$ cat src/rtl/shared_pkg.sv
// Shared FIFO types and defaults used by the FIFO RTL and its bench.
package shared_pkg;

   typedef enum logic [1:0] {
      EV_NONE,
      EV_OVF,
      EV_UDF
   } fifo_event_e;

   localparam int FIFO_DATA_WIDTH = 16;
   localparam int FIFO_DEPTH      = 8;

endpackage

$ cat src/rtl/fifo_sat_counter.sv
// Saturating event counter: counts inc pulses, holds at all-ones, clr wins over inc.
module fifo_sat_counter #(
   parameter int CNT_W = 8
) (
   input  logic             clk,
   input  logic             rst,
   input  logic             inc,
   input  logic             clr,
   output logic [CNT_W-1:0] value
);

   always_ff @(posedge clk) begin
      if (rst || clr) begin
         value <= '0;
      end else if (inc && (value != '1)) begin
         value <= value + 1'b1;
      end
   end

endmodule

$ cat src/rtl/sync_fifo_param.sv
// Parametrised single-clock FIFO with programmable almost flags and
// saturating overflow/underflow event counters.
module sync_fifo_param
   import shared_pkg::*;
#(
   parameter int DATA_WIDTH = FIFO_DATA_WIDTH,
   parameter int DEPTH      = FIFO_DEPTH,
   parameter int AF_LEVEL   = DEPTH - 1,
   parameter int AE_LEVEL   = 1,
   parameter int CNT_W      = 8
) (
   input  logic                       clk,
   input  logic                       rst,
   input  logic [DATA_WIDTH-1:0]      data_in,
   input  logic                       wr_en,
   input  logic                       rd_en,
   input  logic                       cnt_clr,
   output logic [DATA_WIDTH-1:0]      data_out,
   output logic                       wr_ack,
   output logic                       overflow,
   output logic                       underflow,
   output logic                       full,
   output logic                       empty,
   output logic                       almostfull,
   output logic                       almostempty,
   output logic [$clog2(DEPTH+1)-1:0] count,
   output logic [CNT_W-1:0]           ovf_count,
   output logic [CNT_W-1:0]           udf_count
);

   localparam int CW = $clog2(DEPTH + 1);
   localparam int PW = $clog2(DEPTH);

   logic [DATA_WIDTH-1:0] mem [DEPTH];
   logic [PW-1:0]         wr_ptr;
   logic [PW-1:0]         rd_ptr;
   logic                  wr_ok;
   logic                  rd_ok;

   // Handshake: a write is taken when wr_en is high and the FIFO is not full,
   // or is full but a read is taken in the same cycle; a read is taken when
   // rd_en is high and the FIFO is not empty. No write-through on empty.
   assign rd_ok = rd_en && !empty;
   assign wr_ok = wr_en && (!full || rd_en);

   assign full        = (count == CW'(DEPTH));
   assign empty       = (count == '0);
   assign almostfull  = (count >= CW'(AF_LEVEL)) && !full;
   assign almostempty = !empty && (count <= CW'(AE_LEVEL));

   always_ff @(posedge clk) begin
      if (!rst && wr_ok) begin
         mem[wr_ptr] <= data_in;
      end
   end

   always_ff @(posedge clk) begin
      if (rst) begin
         wr_ptr    <= '0;
         rd_ptr    <= '0;
         count     <= '0;
         data_out  <= '0;
         wr_ack    <= 1'b0;
         overflow  <= 1'b0;
         underflow <= 1'b0;
      end else begin
         wr_ack    <= wr_ok;
         overflow  <= wr_en && !wr_ok;
         underflow <= rd_en && !rd_ok;
         if (wr_ok) begin
            wr_ptr <= (wr_ptr == PW'(DEPTH - 1)) ? '0 : wr_ptr + 1'b1;
         end
         if (rd_ok) begin
            data_out <= mem[rd_ptr];
            rd_ptr   <= (rd_ptr == PW'(DEPTH - 1)) ? '0 : rd_ptr + 1'b1;
         end
         case ({wr_ok, rd_ok})
            2'b10:   count <= count + 1'b1;
            2'b01:   count <= count - 1'b1;
            default: count <= count;
         endcase
      end
   end

   fifo_sat_counter #(.CNT_W(CNT_W)) u_ovf_cnt (
      .clk   (clk),
      .rst   (rst),
      .inc   (wr_en && !wr_ok),
      .clr   (cnt_clr),
      .value (ovf_count)
   );

   fifo_sat_counter #(.CNT_W(CNT_W)) u_udf_cnt (
      .clk   (clk),
      .rst   (rst),
      .inc   (rd_en && !rd_ok),
      .clr   (cnt_clr),
      .value (udf_count)
   );

   a_count_range : assert property (@(posedge clk) disable iff (rst) count <= CW'(DEPTH));
   a_full_empty  : assert property (@(posedge clk) disable iff (rst) !(full && empty));
   a_ack_ovf     : assert property (@(posedge clk) disable iff (rst) !(wr_ack && overflow));

endmodule

$ cat config.mk
export PLATFORM = sky130hd
export DESIGN_NAME = sync_fifo_param
export DESIGN_NICKNAME = d
export VERILOG_FILES = /design/src/rtl/shared_pkg.sv /design/src/rtl/fifo_sat_counter.sv /design/src/rtl/sync_fifo_param.sv
export SDC_FILE = /design/constraint.sdc
export NUM_CORES = 1
export LEC_CHECK = 0
export CORE_MARGIN = 3
export CORE_UTILIZATION = 35
export DETAILED_ROUTE_END_ITERATION = 8
export PLACE_DENSITY = 0.66
export RECOVER_POWER = 25
export SLEW_MARGIN = 40
export SYNTH_ARGS = -nofsm -noshare
export SYNTH_HDL_FRONTEND = slang
export SYNTH_SLANG_ARGS = --single-unit
$ cat constraint.sdc
create_clock -name clk -period 2.9 [get_ports clk]
set_input_delay 0.725 -clock clk [delete_from_list [all_inputs] [get_ports clk]]
set_output_delay 0.725 -clock clk [all_outputs]
set_load 0.1 [all_outputs]
* Yosys cells after proc, flatten, opt, wreduce, memory -nomap -nowiden
Memory sizes are Yosys's and may differ from the RTL's. A register that Yosys moved wholly into a read port is not among the register bits.
Index checks and enable logic that the tools add are counted.
** Word-level totals
- Register bits after elaboration :: 29
- Bits in latches :: 0
- RAM bits :: 128
- ROM bits :: 0
- Bits of input ports :: 21
- Output and inout bits :: 43
- Word-level logic and storage cells :: 47
- Memories kept :: 1
** Cells by class
- $add $sub $neg :: 6
- $mul :: 0
- Div/mod/pow operators :: 0
- Magnitude comparators :: 2
- Equal/unequal tests :: 7
- Shift-type cells :: 0
- Mux-type cells :: 5
- Bitwise operators :: 0
- Reduce and logical (&&, ||, !) cells :: 18
** Memory list
- mem :: words 8, bits a word 16, rd ports 1, clocked after Yosys merged registers in 1, wr ports 1, RTL line sync_fifo_param.sv:34 : logic [DATA_WIDTH-1:0] mem [DEPTH];
** Operators by type and width (count)
- 8-bit by 1-bit adder with 8-bit output, second input constant :: 2
- 8-bit != test, second input constant :: 2
- 1-bit logical AND :: 9
- 4-bit one-hot mux with 2 select lines :: 1
- 3-bit by 1-bit adder with 3-bit output, second input constant :: 2
- 3-bit equality test, second input constant :: 2
- 3-bit 2-to-1 mux :: 2
- 1-bit logical NOT :: 5
- 4-bit by 1-bit adder with 4-bit output, second input constant :: 1
- 4-bit equality test, second input constant :: 1
- 4-bit by 3-bit greater-or-equal comparator with 1-bit output, second input constant :: 1
- 4-bit by 1-bit less-or-equal comparator with 1-bit output, second input constant :: 1
- 4-bit logical NOT :: 1
- 4-bit by 1-bit subtractor with 4-bit output, second input constant :: 1
- 2-bit by 1-bit equality test with 1-bit output, second input constant :: 1
- 2-bit equality test, second input constant :: 1
- 1-bit logical OR :: 2
- 1-bit 2-to-1 mux :: 2
- 2-bit nonzero test :: 1

* Longest topological paths before layout
- Word-level depth :: 7
- Mapped depth :: 11
- Mapped depth without buffers :: 10

* By module
From an unflattened synthesis, not the netlist that was laid out.
** Second synthesis, totals
- Cell total of the unflattened synthesis :: 459
- Area total of the unflattened synthesis :: 6981.7 um2
** By module, submodules not included
- sync_fifo_param :: instances 1, cells an instance 363, area an instance 6138.4 um2, sequential area each 4424.2 um2
- fifo_sat_counter :: instances 2, cells an instance 48, area an instance 421.7 um2, sequential area each 160.2 um2

* Least setup slack after synthesis
OpenSTA, ideal clock, no wires.
- Path type :: register to output
- Start :: register count[1]
- End :: output almostempty
- Arrival time :: 4.544 ns
- Required time :: 2.175 ns
- Setup slack :: -2.369 ns
- Cell stages (with the launch flop) :: 4
- Path buffers :: 0
- Cells stage by stage :: dfxtp_1 -> inv_1 -> ha_1 -> nor4b_1
** On the way
- Longest elaborated chain between the ends :: 3
- Elaborated cells between the ends (all ways) :: 4
- Classes of those cells :: 1 x order compare; 3 x reduce/logical
** Ends and longest elaborated chain
- start: declaration :: RTL line sync_fifo_param.sv:26 : output logic [$clog2(DEPTH+1)-1:0] count,
- start signal: assignment :: RTL line sync_fifo_param.sv:78 : 2'b10: count <= count + 1'b1;
- start signal: assignment :: RTL line sync_fifo_param.sv:79 : 2'b01: count <= count - 1'b1;
- start signal: assignment :: RTL line sync_fifo_param.sv:80 : default: count <= count;
- branches (longest 2 deep; another with 4-bit by 1-bit less-or-equal comparator with 1-bit output)
- 1-bit logical AND * :: RTL line sync_fifo_param.sv:49 : assign almostempty = !empty && (count <= CW'(AE_LEVEL));
- end: declaration :: RTL line sync_fifo_param.sv:25 : output logic almostempty,
Mark *: on every way between the ends.

* Worst setup path after layout
- Start :: register count[1]
- End :: output almostfull
** On the way
- Longest elaborated chain between the ends :: 3
- Elaborated cells between the ends (all ways) :: 4
- Classes of those cells :: 1 x order compare; 1 x eq/ne; 2 x reduce/logical
** Ends and longest elaborated chain
- branches (longest 2 deep; another with 4-bit by 3-bit greater-or-equal comparator with 1-bit output)
- 1-bit logical AND * :: RTL line sync_fifo_param.sv:48 : assign almostfull = (count >= CW'(AF_LEVEL)) && !full;
- end: declaration :: RTL line sync_fifo_param.sv:24 : output logic almostfull,
Marks and branches as above.

==> reports/qor.yml <==
status: "completed"
grt_pass1_wl_um: 23000
cts_tree: "done"
yosys.area.top_type: "edfxtp_1"
final_area_um2: 8360
cp_num_buf_inv: 2
grt_max_degree: 31
synth_area_leaders: "edfxtp_1, dfxtp_1, mux4_2"
detailed_place.area_um2: 7810
finalHoldViolCount: 0
drc: 0
synth_top_area_share_pct: 56.5
period_share_pct: 86.4
critPathKind: "flop to primary output"
max_cap_viol_count: 0
tightest_slew_ns: 0.479
cts.htree.levels: 4
layout.cells.non_filler: 804
dp.cells: 772
path_clk_slew_ns: 0.06
vias_per_cell: 5.09
path_max_fanout: 5
antennaDiodeCount: 0
slowest_delay_ns: 0.36
die_area_um2: 21100
cp_slowest_cell: "dfxtp_4"
timing.fmax_mhz: 399
wirelength_um: 14600
io_pins: 64
antenna_found_initial: 0
area_growth_pct: 22.9
ant_nets: 0
start_kind: "flop"
cp.arrival_ns: 1.78
p_per_area_nw_per_um2: 848
netlist_instances: 444
slew-limit-headroom_pct: 68.1
die_y_um: 145
yosysUniqueCellTypes: 48
chipWidth_um: 145
dr.pass1.iters: 4
dr.first_iter.drc_count: 257
drv_slew: 0
design.core.area_um2: 18900
clock-root-buffer: "clkbuf_16"
finalNetCount: 562
yosysWarnings: 0
vias: 4092
cts.sinks: 173
p_leak_uw: 0.00281
skew_ns: 0.0176
synth_fp_nets: 475
ys.flop_type: "edfxtp_1"
clock_path_buffers: 2
drive_above_1_share_pct: 24.1
final-setup-viol-count: 0
crit_required_ns: 2.17
initial_core_util_pct: 36.0
period_needed_ns: 2.51
dpl.hpwl_um: 9830
layout_commonest_cell: "edfxtp_1"
grt_overflow_total: 0
clk_latency_ns: 0.43
synth_seq_area_share_pct: 69.7
wl_per_cell_um: 18.1
cts_resized: 0
synth_edf_count: 128
gp_congestion: 0.806
grt_pass1_vias: 4184
cts_hold_buf: 0
ir_drop_mv: 0.416
synthArstFlopShare_pct: 0
final_cell_mix: "edfxtp_1, buf_4, dfxtp_1, nor2_1, mux2i_1"
cp_top_family: "flip-flops"
avgSynthCellArea_um2: 15.3
cts_setup_buffers: 0
port_buffers: 63
cts_buffers: 17
worstHoldPathType: "flop to flop"
rsz0062_at_grt: "false"
ys_ff_latch: 173
grtUsageTotal_pct: 14.1
cp-end-kind: "primary output"
path_cells: "inv_1 -> ha_1 -> nand2b_1 -> a22o_1 -> buf_4"
rows: 50
synth.cell_area_um2: 6800
sequential cells by signal (all words and copies together), names as in the netlist:
name	flops
data_out	16
u_udf_cnt.value	8
wr_ack	1
u_ovf_cnt.value	8
overflow	1
wr_ptr	3
mem	128
rd_ptr	3
underflow	1
count	4
synthesized netlist by cell type (2+ instances only):
| cell | count |
|---|---|
| edfxtp_1 | 128 |
| dfxtp_1 | 45 |
| nor2_1 | 40 |
| mux2i_1 | 35 |
| a211oi_1 | 17 |
| mux4_2 | 17 |
| nor3_1 | 17 |
| o22ai_1 | 15 |
| a21oi_1 | 11 |
| nand2_1 | 11 |
| clkbuf_1 | 10 |
| ha_1 | 10 |
| xor2_1 | 10 |
| buf_2 | 7 |
| inv_1 | 6 |
| nand2b_1 | 6 |
| nand3_1 | 5 |
| o211ai_1 | 5 |
| or3_1 | 5 |
| buf_4 | 4 |
| nand4_1 | 4 |
| o21ai_0 | 4 |
| and3_1 | 3 |
| and2_1 | 2 |
| o31ai_1 | 2 |
| or2_2 | 2 |
| or4_1 | 2 |
through the flow:
stage	TNS, ns	util (%)	worst slack (ns)	hold WS, ns	power [µW]
2_1_floorplan	0	-	0.0875	0.470	4550
3_3_place_gp	0	41.3	0.0120	0.488	5020
3_5_place_dp	-0.0240	41.3	-0.0240	0.481	5050
4_1_cts	0	44.2	0.370	0.494	7150
5_1_grt	0	44.3	0.291	0.526	7380
6_report	0	44.3	0.394	0.492	7090
worst paths after layout:
| path | from | endpoint | slack, ns | cells past startpoint |
|---|---|---|---|---|
| max | count[1] | almostfull | 0.39 | 5 |
| min | data_out[11] | data_out[11] | 0.49 | 2 |
| max reg2reg | count[1] | count[3] | 0.47 | 9 |
| min reg2reg | data_out[11] | data_out[11] | 0.49 | 2 |
routing by layer:
layer  track usage (%)  part of all wire (%)  vias to the layer above
li1                  -                     -                     1897
met1              18.9                    44                     2032
met5                 0                     0                        -
met2              22.6                    48                      149
met3              3.55                   6.9                       14
met4              4.89                   1.3                        0
cells by family after synthesis:
family          after synthesis  share of synthesized area (%)
flops                       173                           69.7
mux                          52                           10.8
xor+xnor                     11                           1.42
compound gates               60                           5.83
buf+inv                      29                           2.06
simple gates                109                           8.33
fa+ha+maj                    10                           1.84
tightest hold or removal path: stages, from the launching register on:
cell,delay [ns]
dfxtp_1,0.31
nor2_1,0.10
nor3_1,0.05
power by group:
group | switching [µW] | internal (µW) | leakage (µW)
Sequential | 145 | 2810 | 0.00153
Clock | 898 | 1210 | 0.000250
Combinational | 1500 | 525 | 0.00104
layout make-up:
class / instances / area [µm²]
Clock buffer: 23 / 458
Clock inverter: 9 / 90.1
Fill cell: 1706 / 10500
Inverter: 6 / 22.5
Multi-Input combinational cell: 242 / 1950
Sequential cell: 173 / 4760
Tap cell: 260 / 325
Timing Repair Buffer: 91 / 758
Note: power is estimated with default switching activity, not from simulation.
